## config.mk

```make
export PLATFORM = sky130hd
export DESIGN_NAME = match_sequencer
export DESIGN_NICKNAME = d
export VERILOG_FILES = /design/src/rtl/pong_pkg.sv /design/src/rtl/btn_sync_edge.sv /design/src/rtl/match_sequencer.sv
export SDC_FILE = /design/constraint.sdc
export NUM_CORES = 1
export LEC_CHECK = 0
export CAP_MARGIN = 30
export CORE_MARGIN = 3
export CORE_UTILIZATION = 30
export DETAILED_ROUTE_END_ITERATION = 10
export PLACE_DENSITY = 0.59
export SLEW_MARGIN = 20
export SYNTH_ARGS = -nofsm -noshare
export SYNTH_HDL_FRONTEND = slang
export SYNTH_SLANG_ARGS = --single-unit
```

## constraint.sdc

```tcl
create_clock -name px_clk -period 3.5 [get_ports px_clk]
set_input_delay 0.35 -clock px_clk [delete_from_list [all_inputs] [get_ports px_clk]]
set_output_delay 0.35 -clock px_clk [all_outputs]
set_load 0.02 [all_outputs]
```

## src/rtl/pong_pkg.sv

```systemverilog
// pong_pkg: shared encodings for the pong game-flow logic.
//   state_e  - match_sequencer state encoding (also driven on its debug port)
//   winner_e - winner codes
//   SCORE_W_DFLT - default score counter width
package pong_pkg;

    localparam int unsigned SCORE_W_DFLT = 4;

    typedef enum logic [2:0] {
        ST_IDLE     = 3'd0,
        ST_SERVE    = 3'd1,
        ST_PLAY     = 3'd2,
        ST_POINT    = 3'd3,
        ST_GAMEOVER = 3'd4
    } state_e;

    typedef enum logic [1:0] {
        WINNER_NONE = 2'b00,
        WINNER_P1   = 2'b01,
        WINNER_P2   = 2'b10
    } winner_e;

endpackage

```

## src/rtl/btn_sync_edge.sv

```systemverilog
// btn_sync_edge: 2-FF synchronizer for an asynchronous button followed by a
// rising-edge detector.
//   clk     in  : destination clock
//   reset   in  : synchronous, active-high
//   btn_in  in  : raw asynchronous button level
//   pulse_c out : one-cycle pulse on each synchronized rising edge (decoded
//                 from flops, no input-to-output combinational path)
module btn_sync_edge (
    input  logic clk,
    input  logic reset,
    input  logic btn_in,
    output logic pulse_c
);

    logic sync1_q, sync1_d;
    logic sync2_q, sync2_d;
    logic edge_q,  edge_d;

    // Shift the button through two sync stages plus one edge-history stage
    always_comb begin
        sync1_d = btn_in;
        sync2_d = sync1_q;
        edge_d  = sync2_q;
    end

    always_ff @(posedge clk) begin
        if (reset) begin
            sync1_q <= 1'b0;
            sync2_q <= 1'b0;
            edge_q  <= 1'b0;
        end else begin
            sync1_q <= sync1_d;
            sync2_q <= sync2_d;
            edge_q  <= edge_d;
        end
    end

    assign pulse_c = sync2_q & ~edge_q;

endmodule

```

## src/rtl/match_sequencer.sv

```systemverilog
// match_sequencer: game-flow controller for pong. Drives the game datapath's
// reset/play inputs through serve -> rally -> point -> game-over, keeps both
// scores and paces SERVE/POINT pauses in frame ticks.
// Build option: define AUTO_SERVE_EN to leave SERVE after SERVE_FRAMES ticks;
// otherwise SERVE waits for a start press and SERVE_FRAMES is unused.
//   px_clk     in  : pixel clock
//   reset      in  : synchronous, active-high
//   endframe   in  : end-of-frame level (px_clk domain)
//   start      in  : raw start button (asynchronous)
//   miss_ply1  in  : ball passed player 1 (point to player 2)
//   miss_ply2  in  : ball passed player 2 (point to player 1)
//   game_rst   out : datapath reset
//   play       out : motion enable
//   score_ply1 out : player 1 score
//   score_ply2 out : player 2 score
//   serve_to   out : next serve direction (0 = toward player 1)
//   winner     out : 00 none, 01 player 1, 10 player 2
//   state      out : current state (debug)
module match_sequencer
    import pong_pkg::*;
#(
    parameter int unsigned WIN_SCORE    = 9,
    parameter int unsigned SCORE_W      = SCORE_W_DFLT,
    parameter int unsigned SERVE_FRAMES = 60,
    parameter int unsigned POINT_FRAMES = 90
) (
    input  logic               px_clk,
    input  logic               reset,
    input  logic               endframe,
    input  logic               start,
    input  logic               miss_ply1,
    input  logic               miss_ply2,
    output logic               game_rst,
    output logic               play,
    output logic [SCORE_W-1:0] score_ply1,
    output logic [SCORE_W-1:0] score_ply2,
    output logic               serve_to,
    output logic [1:0]         winner,
    output logic [2:0]         state
);

    localparam int unsigned MAX_FRAMES = (SERVE_FRAMES > POINT_FRAMES) ? SERVE_FRAMES : POINT_FRAMES;
    localparam int unsigned CNT_W      = ($clog2(MAX_FRAMES) < 1) ? 1 : $clog2(MAX_FRAMES);

    localparam logic [SCORE_W-1:0] WIN_VAL   = SCORE_W'(WIN_SCORE);
    localparam logic [CNT_W-1:0]   POINT_END = CNT_W'(POINT_FRAMES - 1);
`ifdef AUTO_SERVE_EN
    localparam logic [CNT_W-1:0]   SERVE_END = CNT_W'(SERVE_FRAMES - 1);
`endif

    state_e             state_q, state_d;
    logic [CNT_W-1:0]   cnt_q, cnt_d;
    logic [SCORE_W-1:0] s1_q, s1_d;
    logic [SCORE_W-1:0] s2_q, s2_d;
    logic               sto_q, sto_d;
    winner_e            win_q, win_d;
    logic               game_rst_q, game_rst_d;
    logic               play_q, play_d;
    logic               endframe_q, endframe_d;

    logic               tick_c;
    logic               start_pulse_c;

    btn_sync_edge u_start_sync (
        .clk     (px_clk),
        .reset   (reset),
        .btn_in  (start),
        .pulse_c (start_pulse_c)
    );

    // Frame tick: rising edge of endframe against its one-cycle delay
    assign endframe_d = endframe;
    assign tick_c     = endframe & ~endframe_q;

    // Next-state, frame counter, score and registered-output logic
    always_comb begin
        state_d = state_q;
        cnt_d   = cnt_q;
        s1_d    = s1_q;
        s2_d    = s2_q;
        sto_d   = sto_q;
        win_d   = win_q;

        unique case (state_q)
            ST_IDLE: begin
                if (start_pulse_c) begin
                    state_d = ST_SERVE;
                    s1_d    = '0;
                    s2_d    = '0;
                    sto_d   = 1'b0;
                    win_d   = WINNER_NONE;
                end
            end
            ST_SERVE: begin
`ifdef AUTO_SERVE_EN
                if (tick_c) begin
                    if (cnt_q == SERVE_END) state_d = ST_PLAY;
                    else                    cnt_d   = cnt_q + CNT_W'(1);
                end
`else
                if (start_pulse_c) state_d = ST_PLAY;
`endif
            end
            ST_PLAY: begin
                // Simultaneous misses: nobody scores, serve direction kept
                if (miss_ply1 && miss_ply2) begin
                    state_d = ST_POINT;
                end else if (miss_ply1) begin
                    if (s2_q < WIN_VAL) s2_d = s2_q + SCORE_W'(1);
                    sto_d   = 1'b0;
                    state_d = ST_POINT;
                end else if (miss_ply2) begin
                    if (s1_q < WIN_VAL) s1_d = s1_q + SCORE_W'(1);
                    sto_d   = 1'b1;
                    state_d = ST_POINT;
                end
            end
            ST_POINT: begin
                if (tick_c) begin
                    if (cnt_q == POINT_END) begin
                        if (s1_q == WIN_VAL) begin
                            state_d = ST_GAMEOVER;
                            win_d   = WINNER_P1;
                        end else if (s2_q == WIN_VAL) begin
                            state_d = ST_GAMEOVER;
                            win_d   = WINNER_P2;
                        end else begin
                            state_d = ST_SERVE;
                        end
                    end else begin
                        cnt_d = cnt_q + CNT_W'(1);
                    end
                end
            end
            ST_GAMEOVER: begin
                if (start_pulse_c) begin
                    state_d = ST_SERVE;
                    s1_d    = '0;
                    s2_d    = '0;
                    win_d   = WINNER_NONE;
                end
            end
            default: state_d = ST_IDLE;
        endcase

        // Every state entry starts the pause count afresh, so a tick on the
        // entry edge is not counted
        if (state_d != state_q) cnt_d = '0;

        game_rst_d = (state_d == ST_IDLE) || (state_d == ST_SERVE);
        play_d     = (state_d == ST_PLAY);
    end

    always_ff @(posedge px_clk) begin
        if (reset) begin
            state_q    <= ST_IDLE;
            cnt_q      <= '0;
            s1_q       <= '0;
            s2_q       <= '0;
            sto_q      <= 1'b0;
            win_q      <= WINNER_NONE;
            game_rst_q <= 1'b1;
            play_q     <= 1'b0;
            endframe_q <= 1'b0;
        end else begin
            state_q    <= state_d;
            cnt_q      <= cnt_d;
            s1_q       <= s1_d;
            s2_q       <= s2_d;
            sto_q      <= sto_d;
            win_q      <= win_d;
            game_rst_q <= game_rst_d;
            play_q     <= play_d;
            endframe_q <= endframe_d;
        end
    end

    assign game_rst   = game_rst_q;
    assign play       = play_q;
    assign score_ply1 = s1_q;
    assign score_ply2 = s2_q;
    assign serve_to   = sto_q;
    assign winner     = win_q;
    assign state      = state_q;

endmodule
```

* Word level (Yosys, flattened, before mapping)
Cells that the tools add are included.
** Cells by class
- $add $sub $neg :: 3
- Equality and inequality tests :: 22
- Bitwise gates (word level) :: 5
- Muxes and demuxes :: 31
- Magnitude comparators :: 2
- Reductions and logical operators :: 14
** Operator list (number)
- 2-to-1 mux 4 bit :: 8
- 2-to-1 mux 3 bit :: 9
- != test 2 bit, second input constant :: 9
- case mux 4 bit (2 select lines) :: 2
- case mux 3 bit (4 select lines) :: 1
- 2-to-1 mux 2 bit :: 5
- AND reduction 5 bit :: 2
- == test 3 x 2 -> 1 bit, second input constant :: 3
- adder 4 x 1 -> 4 bit, second input constant :: 2
- == test 4 bit, second input constant :: 2
- < comparator 4 bit, second input constant :: 2
- adder 7 x 1 -> 7 bit, second input constant :: 1
- == test 7 bit, second input constant :: 1
- == test 3 x 1 -> 1 bit, second input constant :: 2
- logical NOT 3 bit :: 2
- != test 3 bit, second input constant :: 2
- AND reduction 6 bit :: 1
- nonzero test 2 bit :: 3
- 2-to-1 mux 1 bit :: 4
- case mux 2 bit (2 select lines) :: 1
- AND reduction 4 bit :: 1
- OR reduction 2 bit :: 2
- == test 3 bit, second input constant :: 1
- != test 3 bit :: 1
- 7 further kinds :: 10
** Word-level totals
- Register bits :: 27
- Bits of input ports :: 6
- Word-level logic and storage cells :: 89

* Depth between registers and ports, before layout
- Depth after elaboration :: 8
- Gate-level depth with buffers :: 7
- Mapped depth without buffers :: 7

* By module
A second synthesis with hierarchy kept.
** Second synthesis, totals
- Cell total of the unflattened synthesis :: 155
- Area total of the unflattened synthesis :: 1447.6 um^2
** By module, submodules not included
- match_sequencer :: instances 1, area each 1360.1 um^2, seq. area each 480.5 um^2, cells each 148
- btn_sync_edge :: instances 1, area each 87.6 um^2, seq. area each 60.1 um^2, cells each 7

* Least setup slack after synthesis
OpenSTA, ideal clock, no wires.
- Kind :: register -> register
- Start :: register state_q[1], in the netlist state[1]
- End :: register s1_q[2], in the netlist score_ply1[2]
- Path slack :: 1.673 ns
- Buffers on the path :: 1
- Library setup time :: 0.070 ns
- Clock period less this slack :: 1.827 ns
- Cell stages (with the launch flop) :: 7
- Required time :: 3.430 ns
- Arrival :: 1.757 ns
- Cell sequence :: dfxtp_1 > buf_6 > or3b_4 > nor3b_2 > a21oi_2 > or3_1 > a21oi_1
** On the way
- Word-level cells in the longest chain between the ends :: 4
- Elaborated cells on any way between the ends :: 12
- Those cells by class :: eq/ne: 7; mux: 1; reduce/logical: 4
** Ends and longest elaborated chain
- start: declaration :: line match_sequencer.sv:51 : state_e state_q, state_d;
- start signal: assignment :: line match_sequencer.sv:166 : state_q <= state_d;
- == test 3 bit or logical NOT 3 bit (tied branches) :: line match_sequencer.sv:84 : unique case (state_q)
- OR reduction 2 bit (no source line)
- != test 2 x 1 -> 1 bit (no source line) or nonzero test 2 bit (tied branches)
- AND reduction 6 bit (no source line)
- end signal: assignment :: line match_sequencer.sv:158 : s1_q <= '0;
- end signal: assignment :: line match_sequencer.sv:168 : s1_q <= s1_d;
- end: declaration :: line match_sequencer.sv:53 : logic [SCORE_W-1:0] s1_q, s1_d;
Parallel ways exist; a longest one is shown, timed or not.
A chain may end at the register's enable or synchronous reset.

* Worst setup path after layout
- Start :: register cnt_q[0]
- End :: register cnt_q[0]
** On the way
- Word-level cells in the longest chain between the ends :: 6
- Elaborated cells on any way between the ends :: 9
- Those cells by class :: add/sub: 1; eq/ne: 2; mux: 3; bitwise: 1; reduce/logical: 2
** Ends and longest elaborated chain
- start: declaration :: line match_sequencer.sv:52 : logic [CNT_W-1:0] cnt_q, cnt_d;
- start signal: assignment :: line match_sequencer.sv:167 : cnt_q <= cnt_d;
- == test 7 bit :: line match_sequencer.sv:120 : if (cnt_q == POINT_END) begin
- 2-to-1 mux 3 bit :: line match_sequencer.sv:120
- 2-to-1 mux 3 bit :: line match_sequencer.sv:119 : if (tick_c) begin
- case mux 3 bit (4 select lines) :: line match_sequencer.sv:84
- != test 3 bit :: line match_sequencer.sv:148 : if (state_d != state_q) cnt_d = '0;
- OR reduction 2 bit (no source line)
Parallel ways exist; a longest one is shown, timed or not.

==> flow_summary.json <==
{
  "status": "complete, no violations",
  "p_int_w": 0.0004178,
  "final_antenna_net_count": 0,
  "ys.flop_type": "dfxtp_1",
  "ys_ff_latch": 27,
  "diodes": 0,
  "worst-setup-path-type": "reg2reg",
  "swShare": 0.2385,
  "post-route-period-util": 0.5540,
  "fp.dieH_microns": 74.20,
  "dieArea_sq_um": 5505,
  "cts_root_buf": "clkbuf_8",
  "multi_input_area_sq_um": 770.7,
  "tightest_slew_ps": 556.7,
  "hold_viol_final": 0,
  "initial_utilization": 0.3160,
  "cts_tree": "yes",
  "yosys_warnings": 0,
  "start_kind": "register",
  "cts_sinks": 27,
  "powerDensity_nw_per_um2": 325.8,
  "synthArstFlopShare": 0,
  "drc": 0,
  "grt_pass1_wl_microns": 4402,
  "grt_pass1_vias": 997,
  "io_pins": 22,
  "switching_power_w": 0.0001309,
  "p_clk_frac": 0.325,
  "dr.pass1.iters": 4,
  "drt_iter0_drc": 47,
  "avgRoutedWirePerCell_microns": 11.38,
  "dp_hpwl_microns": 1969,
  "tns_ps": 0,
  "fp.dieW_microns": 74.20,
  "power_w": 0.0005487,
  "pre_cts_ws_ps": 1375,
  "grt-ovfl-total": 0,
  "end_kind": "register",
  "fmax_ghz": 0.5157,
  "portBuffers": 21,
  "cts_setup_buffers": 0,
  "cts_hold_buf": 0,
  "syn_area_per_cell_sq_um": 9.239,
  "drv_cap": 0,
  "vdd_drop_max_mv": 0.1836,
  "fp.coreArea_sq_um": 4414,
  "yosysSeqAreaShare": 0.3874,
  "setup_viol": 0,
  "cts_resized": 0,
  "fin_skew_ps": 7.088,
  "rsz0062_at_grt": "no",
  "drive_above_1_share": 0.09249,
  "hp-class": "reg2reg",
  "vias": 1081,
  "cp_data_arrival_time_ps": 2100,
  "r2r_cells": 6,
  "fin_hold_ws_ps": 440.4,
  "wl_microns": 2560,
  "h-tree-depth": 1,
  "synthesis.nets": 165,
  "place_congestion": 0.7696,
  "seq_area_sq_um": 540.5,
  "cts_inserted_buffers": 3,
  "synth_cell_type_count": 42,
  "synth_edf_count": 0,
  "clock_latency_ps": 270,
  "grt_max_degree": 17,
  "fillCellCount": 468,
  "clk_pin_slew_ps": 100,
  "rows": 24,
  "antenna_found_initial": 0,
  "relSlewSlack": 0.6282,
  "period_minus_slack_ps": 1939,
  "area_growth_pct": 20.72,
  "syn_inst": 151,
  "whs_path_depth": 1,
  "slew_violations": 0,
  "leakage_nw": 0.6015,
  "cts.path.max_buffers": 2,
  "routed_via_density": 4.804,
  "cp.required_ps": 3660,
  "p_comb_frac": 0.094,
  "syn-cell-area_sq_um": 1395,
  "nets": 188,
  "path_max_fanout": 7,
  "grt_usage": 0.1042,
  "seqPwrFrac": 0.580,
  "layout_setup_ws_ps": 1561
}
## placed cells by master, fill, tap and decap left out, types with 4 or more instances in the layout
cell type,n
dfxtp_1,27
a21oi_1,8
inv_1,13
nor2_1,20
clkdlybuf4s50_1,21
xor2_1,5
ha_1,8
o21ai_0,5
nor2b_1,6
nand2_1,5
nor3_1,4
## per-stage QoR
step,cells,utilization,instance area (sq um)
finish,225,0.3815,1684
global route,225,0.3815,1684
CTS,225,0.3815,1684
detailed placement,221,0.3705,1635
global placement,221,0.3705,1635
floorplan,151,-,1395
## cell usage after synthesis (all sizes together) (2+ instances only)
library cell	n	area (sq um)
nor4	2	12.51
nand4b	2	17.52
nand3b	3	22.52
dfxtp	27	540.5
nand2b	3	18.77
nor3	4	20.02
o21ai	5	25.02
and4bb	2	25.02
and3	2	12.51
mux2i	2	20.02
or3b	2	20.02
xnor2	3	26.28
nor2	20	75.07
inv	13	48.80
a211oi	3	32.53
or3	3	18.77
ha	8	100.1
xor2	5	43.79
nor3b	3	32.53
and2	2	12.51
nand2	5	18.77
buf	2	31.28
nor2b	6	37.54
nand3	3	15.01
a21oi	10	57.56
## worst max-delay path, cell delays in order (launching register included)
cell       delay (ps)
dfxtp_1           400
ha_1              200
and4bb_1          240
a41oi_1           160
a2111o_1          360
o2111ai_2         360
nor2_1             90
## sequential cells by signal, summed over array words and instances (netlist names), 2 cells and up
register    count
score_ply2      4
cnt_q           7
score_ply1      4
state           3
winner          2
## worst paths after layout
kind / from / endpoint / slack, ps
setup / recovery: cnt_q[0] / cnt_q[0] / 1560
hold / removal: u_start_sync.sync1_q / u_start_sync.edge_d / 440
setup reg to reg: cnt_q[0] / cnt_q[0] / 1560
hold reg to reg: u_start_sync.sync1_q / u_start_sync.edge_d / 440
## kinds of logic after synthesis
family	after synthesis	synth area share
XOR/XNOR	8	0.05023
buffers and inverters	16	0.06009
AND/OR/NAND/NOR	66	0.2915
multiplexers	2	0.01435
flip-flops	27	0.3874
adder cells (fa/ha/maj)	8	0.07175
AO/OA/AOI/OAI	24	0.1247
## area by class of cell
| type | instances | share of cell area |
|---|---|---|
| Inverter | 13 | 0.02897 |
| Multi-Input combinational cell | 108 | 0.4577 |
| Timing Repair Buffer | 21 | 0.1248 |
| Clock buffer | 3 | 0.02452 |
| Tap cell | 52 | 0.03863 |
| Sequential cell | 27 | 0.3209 |
| Clock inverter | 1 | 0.004458 |
## per-layer routing
metal	part of all wire	vias up	global-route usage
li1	-	564	-
met1	0.49	496	0.1372
met2	0.44	19	0.1555
met3	0.060	2	0.04054
met4	0.011	0	0.03622
met5	0	-	0
## power by group through the flow
stage | Clock [W] | Combinational, W | Sequential, W
3_3_place_gp | 0 | 0.0000525 | 0.000326
4_1_cts | 0.000192 | 0.0000525 | 0.000319
5_1_grt | 0.000201 | 0.0000578 | 0.000320
3_5_place_dp | 0 | 0.0000524 | 0.000326
6_report | 0.000179 | 0.0000517 | 0.000318
2_1_floorplan | 0 | 0.0000335 | 0.000328
(Power assumes the default switching activity.)
